<file path="src/rtl/mau_pkg.sv">
// Shared types and helpers for the load/store access unit: funct3 codes,
// FSM state encoding and access-size decoding.
package mau_pkg;

   localparam logic [2:0] F3_B  = 3'b000;
   localparam logic [2:0] F3_H  = 3'b001;
   localparam logic [2:0] F3_W  = 3'b010;
   localparam logic [2:0] F3_BU = 3'b100;
   localparam logic [2:0] F3_HU = 3'b101;

   typedef enum logic [1:0] {
      IDLE = 2'd0,
      B0   = 2'd1,
      B1   = 2'd2,
      RESP = 2'd3
   } mau_state_t;

   // Byte-lane mask for an access size taken from funct3[1:0].
   function automatic logic [3:0] width_mask(input logic [1:0] size);
      case (size)
         2'b00:   width_mask = 4'b0001;
         2'b01:   width_mask = 4'b0011;
         default: width_mask = 4'b1111;
      endcase
   endfunction

   function automatic logic [2:0] width_bytes(input logic [1:0] size);
      case (size)
         2'b00:   width_bytes = 3'd1;
         2'b01:   width_bytes = 3'd2;
         default: width_bytes = 3'd4;
      endcase
   endfunction

   function automatic logic is_illegal(input logic we, input logic [2:0] funct3);
      if (we) is_illegal = funct3[2];
      else    is_illegal = (funct3 == 3'b011) || (funct3 == 3'b110) || (funct3 == 3'b111);
   endfunction

endpackage

</file>
<file path="src/rtl/mau_align.sv">
// Load-side alignment: shifts the one- or two-word raw data down by the byte
// offset and applies sign or zero extension for the load width.
module mau_align
   import mau_pkg::*;
(
   input  logic [1:0]  off,
   input  logic [2:0]  funct3,
   input  logic [63:0] raw64,
   output logic [31:0] rdata
);

   logic [31:0] raw;

   assign raw = raw64[{off, 3'b000} +: 32];

   always_comb begin
      rdata = raw;
      case (funct3)
         F3_B:    rdata = {{24{raw[7]}}, raw[7:0]};
         F3_H:    rdata = {{16{raw[15]}}, raw[15:0]};
         F3_BU:   rdata = {24'b0, raw[7:0]};
         F3_HU:   rdata = {16'b0, raw[15:0]};
         default: rdata = raw;
      endcase
   end

endmodule

</file>
<file path="src/rtl/mem_access_unit.sv">
// Load/store unit: one core request becomes one or two word-aligned memory
// beats with byte strobes; load data is realigned and extended on response.
module mem_access_unit
   import mau_pkg::*;
#(
   parameter int ADDR_W = 32,
   parameter int DATA_W = 32
) (
   input  logic              clk,
   input  logic              reset,
   input  logic              req_valid,
   output logic              req_ready,
   input  logic              req_we,
   input  logic [2:0]        req_funct3,
   input  logic [ADDR_W-1:0] req_addr,
   input  logic [DATA_W-1:0] req_wdata,
   output logic              rsp_valid,
   output logic [DATA_W-1:0] rsp_rdata,
   output logic              rsp_err,
   output logic [ADDR_W-1:0] mem_addr,
   output logic              mem_rd_en,
   output logic              mem_wr_en,
   output logic [DATA_W-1:0] mem_wr_data,
   output logic [3:0]        mem_wstrb,
   input  logic [DATA_W-1:0] mem_rd_data
);

   mau_state_t        state;
   logic              we_q;
   logic [2:0]        f3_q;
   logic [ADDR_W-1:0] addr_q;
   logic [DATA_W-1:0] wdata_q;
   logic              illegal_q;
   logic              cross_q;
   logic [DATA_W-1:0] lo_buf;

   logic [7:0]          mask8;
   logic [2*DATA_W-1:0] wdata64;
   logic [ADDR_W-1:0]   addr_lo;
   logic [ADDR_W-1:0]   addr_hi;
   logic [2*DATA_W-1:0] raw64;
   logic [DATA_W-1:0]   aligned;

   // Handshake: a request transfers on a cycle where req_valid and req_ready
   // are both high; req_ready is high only in IDLE, responses are never stalled.
   always_ff @(posedge clk) begin
      if (reset) begin
         state     <= IDLE;
         we_q      <= 1'b0;
         f3_q      <= 3'b0;
         addr_q    <= '0;
         wdata_q   <= '0;
         illegal_q <= 1'b0;
         cross_q   <= 1'b0;
         lo_buf    <= '0;
      end else begin
         case (state)
            IDLE: begin
               if (req_valid) begin
                  we_q      <= req_we;
                  f3_q      <= req_funct3;
                  addr_q    <= req_addr;
                  wdata_q   <= req_wdata;
                  illegal_q <= is_illegal(req_we, req_funct3);
                  cross_q   <= ({1'b0, req_addr[1:0]} + width_bytes(req_funct3[1:0])) > 3'd4;
                  state     <= B0;
               end
            end
            B0: state <= (!illegal_q && cross_q) ? B1 : RESP;
            B1: begin
               if (!we_q) lo_buf <= mem_rd_data;
               state <= RESP;
            end
            default: state <= IDLE;
         endcase
      end
   end

   assign mask8   = {4'b0, width_mask(f3_q[1:0])} << addr_q[1:0];
   assign wdata64 = {{DATA_W{1'b0}}, wdata_q} << {addr_q[1:0], 3'b000};
   assign addr_lo = {addr_q[ADDR_W-1:2], 2'b00};
   assign addr_hi = addr_lo + ADDR_W'(4);
   assign raw64   = cross_q ? {mem_rd_data, lo_buf} : {{DATA_W{1'b0}}, mem_rd_data};

   mau_align u_align (
      .off    (addr_q[1:0]),
      .funct3 (f3_q),
      .raw64  (raw64),
      .rdata  (aligned)
   );

   // Every output is forced low while reset is high, so a store caught
   // between its two beats never issues the second write.
   always_comb begin
      req_ready   = 1'b0;
      rsp_valid   = 1'b0;
      rsp_err     = 1'b0;
      rsp_rdata   = '0;
      mem_addr    = '0;
      mem_rd_en   = 1'b0;
      mem_wr_en   = 1'b0;
      mem_wr_data = '0;
      mem_wstrb   = 4'b0;
      if (!reset) begin
         case (state)
            IDLE: req_ready = 1'b1;
            B0: begin
               if (!illegal_q) begin
                  mem_addr  = addr_lo;
                  mem_rd_en = !we_q;
                  mem_wr_en = we_q;
                  if (we_q) begin
                     mem_wstrb   = mask8[3:0];
                     mem_wr_data = wdata64[DATA_W-1:0];
                  end
               end
            end
            B1: begin
               mem_addr  = addr_hi;
               mem_rd_en = !we_q;
               mem_wr_en = we_q;
               if (we_q) begin
                  mem_wstrb   = mask8[7:4];
                  mem_wr_data = wdata64[2*DATA_W-1:DATA_W];
               end
            end
            default: begin
               rsp_valid = 1'b1;
               rsp_err   = illegal_q;
               if (!we_q && !illegal_q) rsp_rdata = aligned;
            end
         endcase
      end
   end

endmodule

</file>
<file path="config.mk">
export PLATFORM = sky130hd
export DESIGN_NAME = mem_access_unit
export DESIGN_NICKNAME = d
export VERILOG_FILES = /design/src/rtl/mau_pkg.sv /design/src/rtl/mau_align.sv /design/src/rtl/mem_access_unit.sv
export SDC_FILE = /design/constraint.sdc
export NUM_CORES = 1
export LEC_CHECK = 0
export ABC_AREA = 0
export CORE_ASPECT_RATIO = 0.6
export CORE_MARGIN = 2
export CORE_UTILIZATION = 45
export CTS_BUF_LIST = sky130_fd_sc_hd__clkbuf_4 sky130_fd_sc_hd__clkbuf_8
export DETAILED_ROUTE_END_ITERATION = 16
export GPL_TIMING_DRIVEN = 0
export HOLD_SLACK_MARGIN = 0.05
export PLACE_DENSITY = 0.75
export SYNTH_ARGS = -nofsm -noshare
export SYNTH_HDL_FRONTEND = slang
export SYNTH_SLANG_ARGS = --single-unit
</file>
<file path="constraint.sdc">
create_clock -name clk -period 2.6 [get_ports clk]
set_input_delay 0.52 -clock clk [delete_from_list [all_inputs] [get_ports clk]]
set_output_delay 0.52 -clock clk [all_outputs]
set_load 0.005 [all_outputs]
</file>
==> metrics.md, run 1 <==
| Metric | Value |
|---|---|
| Register bit count reported by yosys | `104` |
| Number of instances on the worst hold path | `2` |
| Clock sink count | `104` |
| Family of cells with the greatest summed delay on the critical path | `compound AO/OA/AOI/OAI gates` |
| Power per unit of standard cell area | `710 nW/um2` |
| Main combinational cell family by area after synthesis | `simple AND/OR/NAND/NOR gates` |
| Required time of the critical path | `2.08 ns` |
| Setup clock skew after layout | `0.00784 ns` |
| Simple logic cell fraction of the synthesized area | `25.9%` |
| Post-synthesis compound-gate area fraction | `24.0%` |
| Vias per cell | `6.84` |
| Layout cells sized above 1 | `40.2%` |
| Synthesis-to-layout area growth | `70.1%` |
| Critical path type | `flop to primary output` |
| Element type at the critical path end | `primary output` |
| Post-synthesis cell type count | `66` |
| Final number of max-transition violations | `0` |
| Arrival time at the worst endpoint | `2.40 ns` |
| # nets final | `1475` |
| Number of synthesized flops with an enable pin | `0` |
| Startpoint type of the worst setup path | `flop` |
| Count of input and output buffers | `204` |
| Final setup slack of the worst path | `-0.315 ns` |
| Effective utilization at floorplan | `45.5%` |
| Clock tree from TritonCTS | `yes` |
| R2R Setup Slk | `0 ns` |
| Portion of the post-synthesis area used by sequential elements | `28.5%` |
| Final setup viols | `87` |
| Startpoint of the most critical hold path | `lo_buf[4]` |
| Reported max-cap violation count | `0` |
| Terminus of the critical flop-to-flop path | `lo_buf[19]` |
| Peak clock frequency supported by timing | `0.343 GHz` |
| Number of buffers inserted during clock tree synthesis | `9` |
| RSZ-0062 raised after global routing | `yes` |
| Vias in the first global route | `9236` |
| Pin count of the biggest net entering global routing | `20` |
| Syn Area/Cell | `7.29 um2` |
| Share of synthesized area spent on multiplexers | `13.9%` |
| Warnings from Yosys | `0` |
| Transition time at the pin with the least slew margin | `0.863 ns` |
| Top-area cell type share of the netlist area | `28.5%` |
| Count of final hold-check violations | `0` |
| Sum of overflow across all layers after global routing | `0` |
| Worst max-slew margin expressed relative to the limit | `42.5%` |
| Clock root cell | `clkbuf_8` |
| Final-layout worst hold slack | `0.467 ns` |
| Post-Syn Instances | `1004` |
| End point of the worst hold path | `lo_buf[4]` |
| Later-pin clock latency in the skew report | `0.40 ns` |
| Top cells by area in the synthesized netlist | `dfxtp_1 (28%), nand2_1 (13%), a21oi_1 (11%)` |
| Post-synthesis cell area | `7320 um2` |
| Global-route total usage across every layer | `38.4%` |
| Xor and xnor fraction of the mapped netlist area | `0%` |
| Most instantiated library cell after synthesis | `nand2_1` |
| Routability cong. | `0.975` |
| Max stage delay cell, worst path | `dfxtp_2` |
| Post-CTS clock slew at the launch and capture registers of the worst setup and hold paths | `0.12 ns` |
| Most used standard cells in the synthesized netlist | `nand2_1 (256), a21oi_1 (155), dfxtp_1 (104), nor2_1 (60), clkbuf_1 (52)` |
| Chip width | `169 um` |
| Ordered cell list for the critical path | `buf_8, mux2_4, a221o_1, nand4b_1, a31o_4, buf_12, buf_6, nor2_2, buf_2` |
| Total iterations of the first detailed-routing run | `7` |
| Worst reg2reg startpoint | `state[0]` |
| LEAKAGE | `4.80 nW` |
| Deepest clock path buffer count | `2` |
| Number of placed I/O pins | `208` |
| Class of the worst hold path | `flop to flop` |
| Worst Reg-to-Reg Cells | `10` |
| Antenna diode count | `0` |
| Post-synthesis share of cell area spent on full adders, half adders and majority gates | `1.30%` |
| Antenna violations before repair | `1` |
| DRC Markers | `0` |
| Min Tclk post-route | `2.92 ns` |
| Worst IR drop on VDD | `0.000402 V` |
| Delay of the slowest cell on the worst path | `0.39 ns` |
| Area enclosed by the die boundary | `17300 um2` |
| Main flop type after synthesis | `dfxtp_1` |
| Status | `complete, but fails checks` |
| Via count | `10800` |
| First-pass GRT wire length | `51100 um` |
| Async S/R FF share, synth | `0%` |
| First DRT Iteration DRCs | `1906` |
| Violated checks | `setup timing` |
| Total half-perimeter wirelength after legalization and detailed placement | `22400 um` |
| # rows | `36` |
| Placed Area | `9620 um2` |
| Layout Cell Area excl Fill | `12400 um2` |
| Mean routed wirelength per cell | `25.8 um` |
| Library cell with the largest summed area after synthesis | `dfxtp_1` |
| Area of the core | `16100 um2` |
| Total power consumption of the routed design | `8.83 mW` |
| Maximum net fanout on the critical path | `6` |
| Die height | `103 um` |
| Number of buffer and inverter instances along the worst setup path | `4` |
| Wire length after detailed routing | `40700 um` |
| H-tree depth | `3` |
| Final cycle utilization of the critical path | `112%` |
| Number of routed nets with antenna violations | `0` |
-- worst max-delay path by stage --
stage / startpoint / to / slack [ns] / cells past startpoint
2_1_floorplan: state[0] / mem_wr_data[23] / 0.41 / 9
3_3_place_gp: mem_rd_data[31] / rsp_rdata[21] / -0.74 / 8
3_5_place_dp: mem_rd_data[31] / rsp_rdata[29] / -0.74 / 8
4_1_cts: state[1] / mem_wr_data[26] / -0.27 / 7
5_1_grt: addr_q[0] / rsp_rdata[23] / -0.34 / 9
6_report: addr_q[0] / rsp_rdata[19] / -0.32 / 9
-- sequential cells by signal (all words and copies together), names as in the netlist --
| name | flops |
|---|---|
| addr_q | 32 |
| lo_buf | 32 |
| wdata_q | 32 |
| f3_q | 3 |
| state | 2 |
| cross_q | 1 |
| illegal_q | 1 |
| we_q | 1 |
-- where the power goes --
part / leakage (nW) / internal, mW / switching, mW
combinational: 3.83 / 2.26 / 2.99
sequential: 0.864 / 1.94 / 0.473
clock: 0.107 / 0.468 / 0.707
total: 4.80 / 4.66 / 4.17
-- layer usage --
layer / track usage [%] / vias to the layer above / routed length [um] / share of wire [%]
met5: 0 / - / 78 / 0.19
li1: - / 4299 / - / -
met4: 15.6 / 3 / 2800 / 6.9
met1: 52.2 / 4993 / 14900 / 37
met3: 13.3 / 331 / 6510 / 16
met2: 56.0 / 1173 / 16400 / 40
-- area by class of cell --
cell class	instances	area, um2
Buffer	80	677
Clock buffer	9	124
Clock inverter	7	85.1
Fill cell	955	3640
Inverter	12	65.1
Multi-Input combinational cell	804	5860
Sequential cell	104	2150
Tap cell	209	262
Timing Repair Buffer	354	3220
-- cell usage in the layout, fill, tap and decap left out, types with 11 or more instances in the layout --
master           instances
dfxtp_4                 15
buf_6                   59
dfxtp_1                 80
clkbuf_1                33
o21ai_0                 11
buf_12                  19
clkbuf_8                12
mux4_2                  16
mux2_4                  14
nand2_1                243
nor2b_1                 12
nor2_1                  33
buf_2                   73
nor2_2                  29
nand3_1                 16
dlygate4sd2_1           12
mux2i_1                 35
clkdlybuf4s50_1        100
clkbuf_2                18
a21oi_1                129
a21oi_2                 22
a22oi_2                 15
o21ai_1                 14
buf_4                   89
-- repair_timing --
item	in CTS	in global routing
resized for setup	550	268
endpoints found under the hold margin	0	0
setup buffers	76	65
pin swaps	100	111
gates cloned	8	7
hold buffers	0	0
endpoints found under the setup margin	100	96
-- worst reg2reg max path, stage by stage (launching register included) --
cell      delay [ns]
dfxtp_4         0.38
inv_4           0.09
ha_4            0.14
buf_8           0.13
buf_12          0.11
clkinv_8        0.06
buf_4           0.16
nor2_1          0.40
clkbuf_1        0.65
nand2_1         0.22
a21oi_1         0.18
-- stage by stage --
| step | instances | worst slack [ns] | setup TNS [ns] | util (%) |
|---|---|---|---|---|
| 2_1_floorplan | 1005 | 0.410 | 0 | - |
| 5_1_grt | 1579 | -0.343 | -14.45 | 77.4 |
| 3_5_place_dp | 1418 | -0.736 | -35.46 | 59.8 |
| 4_1_cts | 1514 | -0.266 | -7.85 | 70.1 |
| 6_report | 1579 | -0.315 | -12.57 | 77.4 |
| 3_3_place_gp | 1418 | -0.736 | -33.66 | 59.8 |
-- cell families (layout without fill, tap and decap cells) --
kind of cell,after synthesis,in the layout
buffers and inverters,98,462
adder cells (fa/ha/maj),7,7
other,1,2
flip-flops,104,104
multiplexers,79,79
AO/OA/AOI/OAI,285,285
AND/OR/NAND/NOR,430,431
No activity file was read; power rests on OpenSTA's default activity.
==> run 2: changes to the inputs <==
--- a/config.mk
+++ b/config.mk
@@ -8,12 +8,12 @@
 export ABC_AREA = 0
 export CORE_ASPECT_RATIO = 0.6
 export CORE_MARGIN = 2
-export CORE_UTILIZATION = 45
-export CTS_BUF_LIST = sky130_fd_sc_hd__clkbuf_4 sky130_fd_sc_hd__clkbuf_8
+export CORE_UTILIZATION = 35
+export CTS_BUF_LIST = sky130_fd_sc_hd__clkbuf_8 sky130_fd_sc_hd__clkbuf_16
 export DETAILED_ROUTE_END_ITERATION = 16
 export GPL_TIMING_DRIVEN = 0
 export HOLD_SLACK_MARGIN = 0.05
-export PLACE_DENSITY = 0.75
+export PLACE_DENSITY = 0.61
 export SYNTH_ARGS = -nofsm -noshare
 export SYNTH_HDL_FRONTEND = slang
 export SYNTH_SLANG_ARGS = --single-unit
==> run 2 against run 1 <==
The flow still finishes with violations (setup timing). First-iteration DRC count fell by 41%. Sequential cell count is the same. Sequential share of layout area is 0.71 points higher. Via count decreased by 13%. Clock power up 18%. Critical endpoint is now rsp_rdata[31]. Critical path type unchanged. Core utilization is 19 points lower. Die area rose by 28%. Final area is 4.2% lower. Total power down 4.4%. Worst hold slack worse by 0.0052 ns. Clock skew up 0.0054 ns.
==> metrics.md, run 2 (synthesis results as in run 1) <==
| Metric | Value |
|---|---|
| Antenna violations before repair | `1 (unchanged)` |
| Count of input and output buffers | `204 (unchanged)` |
| Power per unit of standard cell area | `709 nW/um2 (was 710 nW/um2)` |
| First-pass GRT wire length | `51200 um (was 51100 um)` |
| Peak clock frequency supported by timing | `0.359 GHz (was 0.343 GHz)` |
| Antenna diode count | `0 (unchanged)` |
| Die height | `116 um (was 103 um)` |
| Element type at the critical path end | `primary output (unchanged)` |
| DRC Markers | `0 (unchanged)` |
| Number of buffer and inverter instances along the worst setup path | `4 (unchanged)` |
| LEAKAGE | `4.40 nW (was 4.80 nW)` |
| Total power consumption of the routed design | `8.44 mW (was 8.83 mW)` |
| Mean routed wirelength per cell | `22.5 um (was 25.8 um)` |
| Pin count of the biggest net entering global routing | `20 (unchanged)` |
| Arrival time at the worst endpoint | `2.26 ns (was 2.40 ns)` |
| Total iterations of the first detailed-routing run | `6 (was 7)` |
| Reported max-cap violation count | `0 (unchanged)` |
| RSZ-0062 raised after global routing | `yes (unchanged)` |
| First DRT Iteration DRCs | `1130 (was 1906)` |
| Max stage delay cell, worst path | `dfxtp_4 (was dfxtp_2)` |
| Number of routed nets with antenna violations | `0 (unchanged)` |
| Placed Area | `9700 um2 (was 9620 um2)` |
| H-tree depth | `3 (unchanged)` |
| Total half-perimeter wirelength after legalization and detailed placement | `24000 um (was 22400 um)` |
| Count of final hold-check violations | `0 (unchanged)` |
| Via count | `9435 (was 10800)` |
| Startpoint type of the worst setup path | `flop (unchanged)` |
| Synthesis-to-layout area growth | `62.9% (was 70.1%)` |
| Later-pin clock latency in the skew report | `0.37 ns (was 0.40 ns)` |
| Area of the core | `20300 um2 (was 16100 um2)` |
| Critical path type | `flop to primary output (unchanged)` |
| Status | `complete, but fails checks (unchanged)` |
| Most repeated library cell on the critical path | `buf_12` |
| Delay of the slowest cell on the worst path | `0.41 ns (was 0.39 ns)` |
| Number of buffers inserted during clock tree synthesis | `9 (unchanged)` |
| R2R Setup Slk | `0.26 ns (was 0 ns)` |
| Clock sink count | `104 (unchanged)` |
| Fin util | `58.8% (was 77.4%)` |
| Sum of overflow across all layers after global routing | `0 (unchanged)` |
| Final number of max-transition violations | `0 (unchanged)` |
| Vias per cell | `5.92 (was 6.84)` |
| Post-CTS clock slew at the launch and capture registers of the worst setup and hold paths | `0.08 ns (was 0.12 ns)` |
| Setup clock skew after layout | `0.0133 ns (was 0.00784 ns)` |
| Top library cells by usage in the layout, fill and taps aside | `nand2_1 (242), a21oi_1 (136), clkdlybuf4s50_1 (100) (was nand2_1 (243), a21oi_1 (129), clkdlybuf4s50_1 (100))` |
| Global-route total usage across every layer | `30.6% (was 38.4%)` |
| Chip width | `191 um (was 169 um)` |
| Worst IR drop on VDD | `0.000403 V (was 0.000402 V)` |
| Transition time at the pin with the least slew margin | `0.838 ns (was 0.863 ns)` |
| Maximum net fanout on the critical path | `6 (unchanged)` |
| Clock tree from TritonCTS | `yes (unchanged)` |
| Required time of the critical path | `2.08 ns (about the same)` |
| Routability cong. | `0.918 (was 0.975)` |
| Wire length after detailed routing | `35900 um (was 40700 um)` |
| Layout cells sized above 1 | `33.7% (was 40.2%)` |
| Min Tclk post-route | `2.78 ns (was 2.92 ns)` |
| Number of placed I/O pins | `208 (unchanged)` |
| Hold-fix buffers at CTS | `0 (unchanged)` |
| Class of the worst hold path | `flop to flop (unchanged)` |
| Ordered cell list for the critical path | `buf_12, mux2i_1, a22oi_2, nand4b_1, a31o_4, buf_12, buf_4, a21oi_2, buf_2 (was buf_8, mux2_4, a221o_1, nand4b_1, a31o_4, buf_12, buf_6, nor2_2, buf_2)` |
| # nets final | `1425 (was 1475)` |
| Final sum of negative setup slack | `-3.24 ns (was -12.57 ns)` |
| Clock root cell | `clkbuf_16 (was clkbuf_8)` |
| Violated checks | `setup timing (unchanged)` |
| Deepest clock path buffer count | `2 (unchanged)` |
| Worst max-slew margin expressed relative to the limit | `44.1% (was 42.5%)` |
| Layout Cell Area excl Fill | `11900 um2 (was 12400 um2)` |
| Largest registers ranked by flip-flop count | `addr_q x32, lo_buf x32, wdata_q x32 (unchanged)` |
| Area enclosed by the die boundary | `22100 um2 (was 17300 um2)` |
| Commonest non-fill, non-tap cell in the layout | `nand2_1 (unchanged)` |
| Vias in the first global route | `8745 (was 9236)` |
| Final setup slack of the worst path | `-0.182 ns (was -0.315 ns)` |
| # rows | `40 (was 36)` |
| Effective utilization at floorplan | `36.1% (was 45.5%)` |
| Final setup viols | `44 (was 87)` |
| Family of cells with the greatest summed delay on the critical path | `compound AO/OA/AOI/OAI gates (unchanged)` |
| Final cycle utilization of the critical path | `107% (was 112%)` |
-- run 2: final timing paths --
| path | start | to | cells after the start |
|---|---|---|---|
| setup / recovery | addr_q[0] | rsp_rdata[31] | 9 |
| hold / removal | lo_buf[1] | lo_buf[1] | 2 |
| setup reg to reg | state[1] | lo_buf[24] | 8 |
| hold reg to reg | lo_buf[1] | lo_buf[1] | 2 |
-- run 2: final cells by class --
type	count	area, um2
clock buffer	9	225
timing repair buffer	304	2780
buffer	78	679
inverter	12	62.6
clock inverter	7	65.1
sequential	104	2140
tap	273	342
fill	1850	8350
multi-input combinational	806	5620
-- run 2: timing repair --
item,CTS,global route
setup endpoints to repair,100,87
setup buffers,68,27
hold endpoints to repair,0,0
pin swaps,95,77
gates cloned,5,6
gates resized for setup,559,154
-- run 2: per-stage QoR --
stage	hold WS (ns)	setup slack (ns)	std cells
after global routing	0.484	-0.209	1593
final	0.462	-0.182	1593
after global placement	0.443	-0.819	1482
after detailed placement	0.448	-0.826	1482
after floorplan	0.436	0.410	1005
after CTS	0.458	-0.205	1564
-- run 2: layer usage --
metal  vias up  global-route usage (%)  part of all wire (%)
li1       4197                       -                     -
met1      4514                    44.8                    45
met2       662                    43.2                    41
met3        62                    9.72                    13
met4         0                    6.93                   1.8
met5         -                       0                     0
-- run 2: report_power, final --
part | switching (mW) | internal (mW)
combinational | 2.63 | 2.06
clock | 0.713 | 0.674
sequential | 0.426 | 1.94
total | 3.77 | 4.68
-- run 2: worst min-delay path, stage by stage (launching register included) --
cell and delay [ns]:
dfxtp_1 0.32, nand2_1 0.05, a21oi_1 0.05
